==> config.mk <==
export PLATFORM = sky130hd
export DESIGN_NAME = tcp_vlg_tx_sched
export DESIGN_NICKNAME = d
export VERILOG_FILES = /design/src/rtl/tcp_vlg_tx_sched.sv
export SDC_FILE = /design/constraint.sdc
export NUM_CORES = 1
export LEC_CHECK = 0
export BUFFER_PORTS_ARGS = -buffer_cell sky130_fd_sc_hd__buf_2
export CAP_MARGIN = 40
export CORE_AREA = 5 5 183 185
export DETAILED_ROUTE_END_ITERATION = 12
export DIE_AREA = 0 0 188 190
export SETUP_SLACK_MARGIN = 0.2
export SLEW_MARGIN = 20
export SYNTH_ARGS = -nofsm -noshare
export SYNTH_HDL_FRONTEND = slang
export SYNTH_SLANG_ARGS = --single-unit
==> constraint.sdc <==
create_clock -name clk -period 4.5 [get_ports clk]
set_input_delay 0.225 -clock clk [delete_from_list [all_inputs] [get_ports clk]]
set_output_delay 0.225 -clock clk [all_outputs]
set_load 0.01 [all_outputs]
==> src/rtl/tcp_vlg_tx_sched.sv <==
// tcp_vlg_tx_sched
//   Shares one TCP tx engine between N_QUEUES per-connection tx queues and a
//   control-segment source (pure ACK/FIN/RST, no payload). One requester is
//   granted at a time. Its seq/len/checksum are latched and held for the
//   engine. The engine's payload reads are routed to the granted queue, and a
//   done pulse goes back to that queue. A watchdog aborts a grant that the
//   engine never completes.
//
// Ports
//   clk, rst_n            clock, async active-low reset
//   q_pending/seq/len/    per-queue request and packet descriptor (packed, queue i
//   q_chsum/q_data        at slice i), q_data is that queue's RAM read data
//   q_addr                payload read address broadcast to all queue RAMs
//   q_done                one-cycle completion pulse to the granted queue
//   ctl_req/ctl_done      control-segment request and completion pulse
//   tx_req/busy/done      handshake with the tx engine
//   tx_ctl/seq/len/chsum  latched descriptor presented to the engine
//   tx_addr/tx_d          engine payload read address and returned byte
//   abort                 one-cycle pulse when the watchdog expires
//   grant_id              current grant: 0..N_QUEUES-1 queue, N_QUEUES control
//
// state   | meaning
// S_IDLE  | arbitrate; the winner is captured on the way out
// S_LATCH | register the winner's descriptor, clear the watchdog
// S_REQ   | tx_req high until the engine shows tx_busy
// S_SEND  | engine transmitting, waiting for tx_done
// S_DONE  | done pulse to the granted requester, advance rr_ptr

module tcp_vlg_tx_sched #(
   parameter int N_QUEUES   = 4,
   parameter int RAM_DEPTH  = 10,
   parameter int TX_TIMEOUT = 4096,
   localparam int GW        = $clog2(N_QUEUES + 1)
) (
   input  logic                    clk,
   input  logic                    rst_n,
   input  logic [N_QUEUES-1:0]     q_pending,
   input  logic [32*N_QUEUES-1:0]  q_seq,
   input  logic [16*N_QUEUES-1:0]  q_len,
   input  logic [32*N_QUEUES-1:0]  q_chsum,
   input  logic [8*N_QUEUES-1:0]   q_data,
   output logic [RAM_DEPTH-1:0]    q_addr,
   output logic [N_QUEUES-1:0]     q_done,
   input  logic                    ctl_req,
   output logic                    ctl_done,
   output logic                    tx_req,
   input  logic                    tx_busy,
   input  logic                    tx_done,
   output logic                    tx_ctl,
   output logic [31:0]             tx_seq,
   output logic [15:0]             tx_len,
   output logic [31:0]             tx_chsum,
   input  logic [RAM_DEPTH-1:0]    tx_addr,
   output logic [7:0]              tx_d,
   output logic                    abort,
   output logic [GW-1:0]           grant_id
);

   localparam int WW = $clog2(TX_TIMEOUT + 1);

   typedef enum logic [2:0] {
      S_IDLE,
      S_LATCH,
      S_REQ,
      S_SEND,
      S_DONE
   } state_t;

   state_t         state, state_nxt;
   logic [GW-1:0]  rr_ptr;
   logic [GW-1:0]  win_id;
   logic           win_ctl;
   logic [GW-1:0]  arb_id;
   logic           any_req;
   logic [WW-1:0]  wdog;
   logic           wdog_exp;
   logic           abort_r;
   logic           abort_nxt;
   logic [31:0]    lat_seq;
   logic [15:0]    lat_len;
   logic [31:0]    lat_chsum;

   // Round-robin pick: the pending queue at the smallest rotational distance
   // from rr_ptr wins. Control segments beat every queue.
   always_comb begin
      int best_d;
      int d;
      best_d  = N_QUEUES;
      d       = 0;
      arb_id  = GW'(N_QUEUES);
      any_req = ctl_req | (|q_pending);
      if (!ctl_req) begin
         for (int i = 0; i < N_QUEUES; i++) begin
            d = (i >= int'(rr_ptr)) ? (i - int'(rr_ptr)) : (i + N_QUEUES - int'(rr_ptr));
            if (q_pending[i] && d < best_d) begin
               best_d = d;
               arb_id = GW'(i);
            end
         end
      end
   end

   // Descriptor of the captured winner. Control segments carry no payload.
   always_comb begin
      lat_seq   = '0;
      lat_len   = '0;
      lat_chsum = '0;
      if (!win_ctl) begin
         for (int i = 0; i < N_QUEUES; i++) begin
            if (win_id == GW'(i)) begin
               lat_seq   = q_seq[32*i +: 32];
               lat_len   = q_len[16*i +: 16];
               lat_chsum = q_chsum[32*i +: 32];
            end
         end
      end
   end

   assign wdog_exp = (wdog == WW'(TX_TIMEOUT - 1));

   always_comb begin
      state_nxt = state;
      abort_nxt = 1'b0;
      case (state)
         S_IDLE:  if (any_req) state_nxt = S_LATCH;
         S_LATCH: state_nxt = S_REQ;
         S_REQ: begin
            // A tx_done without a visible busy still completes the frame.
            if (tx_done) begin
               state_nxt = S_DONE;
            end else if (wdog_exp) begin
               state_nxt = S_DONE;
               abort_nxt = 1'b1;
            end else if (tx_busy) begin
               state_nxt = S_SEND;
            end
         end
         S_SEND: begin
            if (tx_done) begin
               state_nxt = S_DONE;
            end else if (wdog_exp) begin
               state_nxt = S_DONE;
               abort_nxt = 1'b1;
            end
         end
         S_DONE:  state_nxt = S_IDLE;
         default: state_nxt = S_IDLE;
      endcase
   end

   always_ff @(posedge clk or negedge rst_n) begin
      if (!rst_n) begin
         state    <= S_IDLE;
         rr_ptr   <= '0;
         win_id   <= '0;
         win_ctl  <= 1'b0;
         grant_id <= '0;
         tx_ctl   <= 1'b0;
         tx_seq   <= '0;
         tx_len   <= '0;
         tx_chsum <= '0;
         wdog     <= '0;
         abort_r  <= 1'b0;
      end else begin
         state   <= state_nxt;
         abort_r <= abort_nxt;
         case (state)
            S_IDLE: begin
               if (any_req) begin
                  win_id  <= arb_id;
                  win_ctl <= ctl_req;
               end
            end
            S_LATCH: begin
               wdog     <= '0;
               grant_id <= win_id;
               tx_ctl   <= win_ctl;
               tx_seq   <= lat_seq;
               tx_len   <= lat_len;
               tx_chsum <= lat_chsum;
            end
            S_REQ, S_SEND: wdog <= wdog + 1'b1;
            S_DONE: begin
               if (!tx_ctl) begin
                  rr_ptr <= (grant_id == GW'(N_QUEUES - 1)) ? '0 : grant_id + 1'b1;
               end
            end
            default: ;
         endcase
      end
   end

   assign tx_req   = (state == S_REQ);
   assign ctl_done = (state == S_DONE) && tx_ctl;
   assign abort    = abort_r;
   assign q_addr   = tx_addr;

   always_comb begin
      q_done = '0;
      tx_d   = '0;
      for (int i = 0; i < N_QUEUES; i++) begin
         if (grant_id == GW'(i)) begin
            q_done[i] = (state == S_DONE) && !tx_ctl;
            if (state != S_IDLE && !tx_ctl) tx_d = q_data[8*i +: 8];
         end
      end
   end

endmodule
# [Word-level counts from Yosys, hierarchy flattened]
# Index checks and enable logic that the tools add are counted.
[word_totals] ff_bits=108 in_bits=371 elab_cells=117
[op_classes] addsub=10 magnitude_cmp=8 n_eq_ne=14 muxes=54 bitwise=2 n_reduce_logical=18
[op_table] operator="two-way mux 32 bit" count=20
[op_table] operator="less-than comparator 32 bit" count=3
[op_table] operator="two-way mux 16 bit" count=5
[op_table] operator="two-way mux 8 bit" count=8
[op_table] operator="two-way mux 3 bit" count=12
[op_table] operator="less-than comparator 32 x 4 -> 1 bit, second input constant" count=1
[op_table] operator="one-hot mux 13 bit (2 select lines)" count=1
[op_table] operator="equality test 3 x 2 -> 1 bit, second input constant" count=6
[op_table] operator="subtractor 3 x 3 -> 4 bit, first input constant" count=4
[op_table] operator="adder 13 x 1 -> 13 bit, second input constant" count=1
[op_table] operator="equality test 13 x 12 -> 1 bit, second input constant" count=1
[op_table] operator="one-hot mux 3 bit (4 select lines)" count=1
[op_table] operator="equality test 3 x 1 -> 1 bit, second input constant" count=3
[op_table] operator="zero test 3 bit" count=3
[op_table] operator="subtractor 1 x 3 -> 4 bit, first input constant" count=2
[op_table] operator="subtractor 2 x 3 -> 4 bit, first input constant" count=2
[op_table] operator="logical AND 1 bit" count=7
[op_table] operator="two-way mux 1 bit" count=7
[op_table] operator=">= comparator 1 x 3 -> 1 bit, first input constant" count=2
[op_table] operator=">= comparator 2 x 3 -> 1 bit, first input constant" count=2
[op_table] operator="inequality test 4 x 1 -> 1 bit, second input constant" count=1
[op_table] operator="AND reduction 2 bit" count=2
[op_table] operator="OR reduction 4 bit" count=1
[op_table] operator="adder 3 x 1 -> 3 bit, second input constant" count=1
[op_table] operator="10 further kinds" count=10

# [Longest topological paths before layout]
[logic_depth] word_depth=18 mapped_depth=26

# [Least setup slack after synthesis]
# No wires, ideal clock.
[synth_timing] path_type="register to register" from="register rr_ptr[1]" to="register win_id[0]" setup_ps=77 arrival_ps=4893 required_time_ps=4423 path_slack_ps=-470 path_stages_with_launch=26 path_cell_list="dfrtp_1 inv_1 ha_1 a211oi_1 o21ai_0 ha_1 nand2b_1 nor2_1 a222oi_1 nor2_2 mux2i_1 inv_1 ha_1 nor2b_1 nor3b_1 nand2_1 nor2_1 o21a_1 mux2_1 ha_1 a211oi_1 mux2i_1 nor2b_1 o2111ai_1 and2_1 a21oi_1"
[synth_between] elab_chain_cells=18
[synth_rtl] item="start, declared" line_no="70" text="logic [GW-1:0] rr_ptr;"
[synth_rtl] item="start signal, assigned" line_no="185" text="rr_ptr <= (grant_id == GW'(N_QUEUES - 1)) ? '0 : grant_id + 1'b1;"
[synth_rtl] item="subtractor 3 x 3 -> 4 bit (tied with other cells)" line_no="94" text="d = (i >= int'(rr_ptr)) ? (i - int'(rr_ptr)) : (i + N_QUEUES - int'(rr_ptr));"
[synth_rtl] item="two-way mux 32 bit" line_no="94"
[synth_rtl] item="less-than comparator 32 x 4 -> 1 bit" line_no="95" text="if (q_pending[i] && d < best_d) begin"
[synth_rtl] item="logical AND 1 bit" line_no="95"
[synth_rtl] item="two-way mux 32 bit" line_no="95"
[synth_rtl] item="two-way mux 32 bit" line_no="92" text="if (!ctl_req) begin"
[synth_rtl] item="less-than comparator 32 bit" line_no="95"
[synth_rtl] item="logical AND 1 bit" line_no="95"
[synth_rtl] item="[2 not listed]"
[synth_rtl] item="less-than comparator 32 bit" line_no="95"
[synth_rtl] item="logical AND 1 bit" line_no="95"
[synth_rtl] item="two-way mux 32 bit" line_no="95"
[synth_rtl] item="two-way mux 32 bit" line_no="92"
[synth_rtl] item="less-than comparator 32 bit" line_no="95"
[synth_rtl] item="logical AND 1 bit" line_no="95"
[synth_rtl] item="two-way mux 3 bit *" line_no="95"
[synth_rtl] item="two-way mux 3 bit *" line_no="92"
[synth_rtl] item="end signal, assigned" line_no="170" text="win_id <= arb_id;"
[synth_rtl] item="end, declared" line_no="71" text="logic [GW-1:0] win_id;"
# Every way passes the cells marked *; elsewhere a longest branch is shown, timed or not. The select of a mux whose other input is x is not followed.
# A chain may end at the register's enable or synchronous reset.

# [Worst setup path in the final report]
# Ends and elaborated chain as after synthesis.

==> flow_metrics.tcl <==
set metrics [dict create \
    cts.sinks 108 \
    synth_cell_type_count 48 \
    rsz0062_at_grt "yes" \
    place_congestion 0.834 \
    clk_latency_ns 0.35 \
    io_buffers 459 \
    grt_pass1_vias 7966 \
    antenna_found_initial 1 \
    tightest_slew_ns 0.813 \
    synth.top_cell.area_share 0.348 \
    cts_buffer_depth 2 \
    hold_path_depth 2 \
    setup_viol 3 \
    wl_met2_um 15000 \
    tritoncts "built" \
    final_nets 1670 \
    powerDensity_nw_per_um2 639 \
    placed_cells 1648 \
    fp.dieW_um 188 \
    die_h_um 190 \
    cap_violations 0 \
    leakage_nw 5.44 \
    path_clk_slew_ns 0.08 \
    final_area_um2 11300 \
    grt-ovfl-total 0 \
    wl_per_cell_um 17.4 \
    drive_gt1_frac 0.575 \
    yosys.cell_count.top_type "mux2_2" \
    numCtsBuffers 9 \
    seq_area_frac_synth 0.348 \
    avgSynthCellArea_um2 9.35 \
    min_period_ns 4.96 \
    initial_core_util 0.244 \
    core_area_um2 31900 \
    hold_viol 0 \
    critPathMaxFanout 4 \
    drt-pass1-iter-count 5 \
    critPathLaunchType "flop" \
    htree_levels 3 \
    yosys-top-cells-count "166 x mux2_2, 133 x nand2_1, 108 x dfrtp_1, 80 x o22ai_1, 80 x o31ai_1" \
    fin_crit_sh 1.10 \
    drv_slew 0 \
    wl_met1_um 12200 \
    hold_path.class "in -> reg" \
    grt_usage 0.152 \
    setup_tns_ns -1.32 \
    p_total_mw 7.20 \
    r2r_cells 26 \
    io_pins 480 \
    via_count 8083 \
    synth_async_sr_flop_share 1.00 \
    synth_edf_count 0 \
    yosysTopAreaCell "dfrtp_1" \
    ys_seq_elements 108 \
    yosysWarnings 0 \
    status "finished with violations" \
    setup_slack_ns -0.455 \
    met3_length_um 1870 \
    drt_iter0_drc 390 \
    fmax_ghz 0.202 \
    synthesis.area_um2 7770 \
    path_class "reg -> reg" \
    grt_max_degree 102 \
    ir_worst_vdd_mv 0.432 \
    routed.top_layer "met4" \
    slew_headroom 0.457 \
    end_kind "flop" \
    dp_hpwl_um 23200 \
    synth_ff_type "dfrtp_1" \
    clock-skew-final_ns 0.0143 \
    place_area_um2 10600 \
    violations "setup timing" \
    cts_root_buf "clkbuf_16" \
    arrival_ns 5.23 \
    area_growth_syn_to_layout_pct 45.2 \
    vias_per_cell 4.78 \
    die_area_um2 35700 \
    routed_wl_um 29500 \
    remaining_drc_errors 0 \
    ant_nets 0 \
    pre_cts_ws_ns -0.254 \
    crit_required_ns 4.77 \
    stdcell_count 1690 \
    synthCells 831 \
    num_rows 66 \
    fillers 3328 \
    yosys-top-cells-area "dfrtp_1 35%, mux2_2 24%, o31ai_1 7.7%" \
    grt_pass1_wl_um 43900 \
]
[worst max-delay path, stage by stage (launching register included)]
cell and delay, ns:
dfrtp_2 0.40, clkinv_4 0.09, ha_4 0.16, nor2b_4 0.13
nand3_4 0.08, nand3_4 0.08, ha_4 0.28, nor2b_4 0.12
o211ai_1 0.10, a222oi_1 0.55, nor2_2 0.14, mux2i_2 0.24
inv_1 0.10, ha_4 0.27, nor2b_4 0.13, nor3b_4 0.19
nand2_1 0.09, nor2_2 0.11, o21a_2 0.20, mux2_4 0.32
ha_4 0.22, a211oi_2 0.17, mux2i_1 0.11, nor2b_2 0.18
o2111ai_2 0.13, and2_1 0.16, a21oi_1 0.11
[registers in the layout (all words and copies together) (netlist names)]
| name | count |
|---|---|
| tx_chsum | 32 |
| tx_seq | 32 |
| win_id | 3 |
| state | 3 |
| tx_len | 16 |
| grant_id | 3 |
| rr_ptr | 3 |
| wdog | 13 |
| abort | 1 |
| win_ctl | 1 |
| tx_ctl | 1 |
[kinds of logic after synthesis]
kind of cell	share of synthesized area
xor gates and xnor gates	0.00322
muxes	0.252
buffers and inverters	0.0525
other	0.000483
adders and majority gates	0.0354
DFF	0.348
AOI/OAI and AO/OA	0.193
and+or+nand+nor	0.116
[cell usage in the layout (no fill, tap or decap), drive strengths merged, types with 7 or more instances in the layout]
cell type,netlist,final
clkbuf,53,9
nand2,133,133
a21oi,8,8
buf,28,514
nor3,7,7
nor2,14,14
nand2b,9,9
dfrtp,108,108
o31ai,80,80
mux2,168,168
inv,14,15
nand3,14,14
o22ai,80,80
o21ai,31,31
a22oi,8,8
ha,22,22
[stage by stage]
step	hold WS (ns)	utilization
final	0.0493	0.354
after global routing	0.0358	0.354
after CTS	0.0246	0.349
after detailed placement	0.324	0.334
after global placement	0.313	0.331
after floorplan	-0.0706	-
[layer usage]
layer	GRT usage	vias to the layer above
li1	-	3956
met1	0.187	3789
met2	0.273	309
met3	0.0354	29
met4	0.0308	0
met5	0	-
[power breakdown]
part	internal (mW)	switching, mW
sequential	1.28	0.262
combinational	2.34	2.49
clock	0.436	0.392
total	4.06	3.14
[area by class of cell]
type	count	area, µm²	area share
Antenna cell	1	2.50	0.000222
Clock buffer	9	225	0.0200
Tap cell	408	510	0.0453
Multi-Input combinational cell	629	4870	0.431
Timing Repair Buffer	515	2830	0.251
Inverter	14	57.6	0.00510
Clock inverter	6	72.6	0.00643
Sequential cell	108	2710	0.241
[final timing paths]
path	slack (ns)	to	startpoint
hold reg to reg	0.47	tx_chsum[23]	tx_chsum[23]
hold / removal	0.05	abort	tx_done
setup / recovery	-0.46	win_id[0]	rr_ptr[1]
min in group asynchronous	0.48	tx_chsum[27]	rst_n
max in group asynchronous	3.04	win_id[1]	rst_n
setup reg to reg	-0.46	win_id[0]	rr_ptr[1]
[timing repair]
item | 4_1_cts | 5_1_grt
endpoints found under the hold margin | 46 | 0
pin swaps | 9 | 13
resized for setup | 7 | 15
setup buffers | 20 | 4
endpoints found under the setup margin | 3 | 3
hold buffers | 1 | 0
Power figures use the tool's default switching activity.
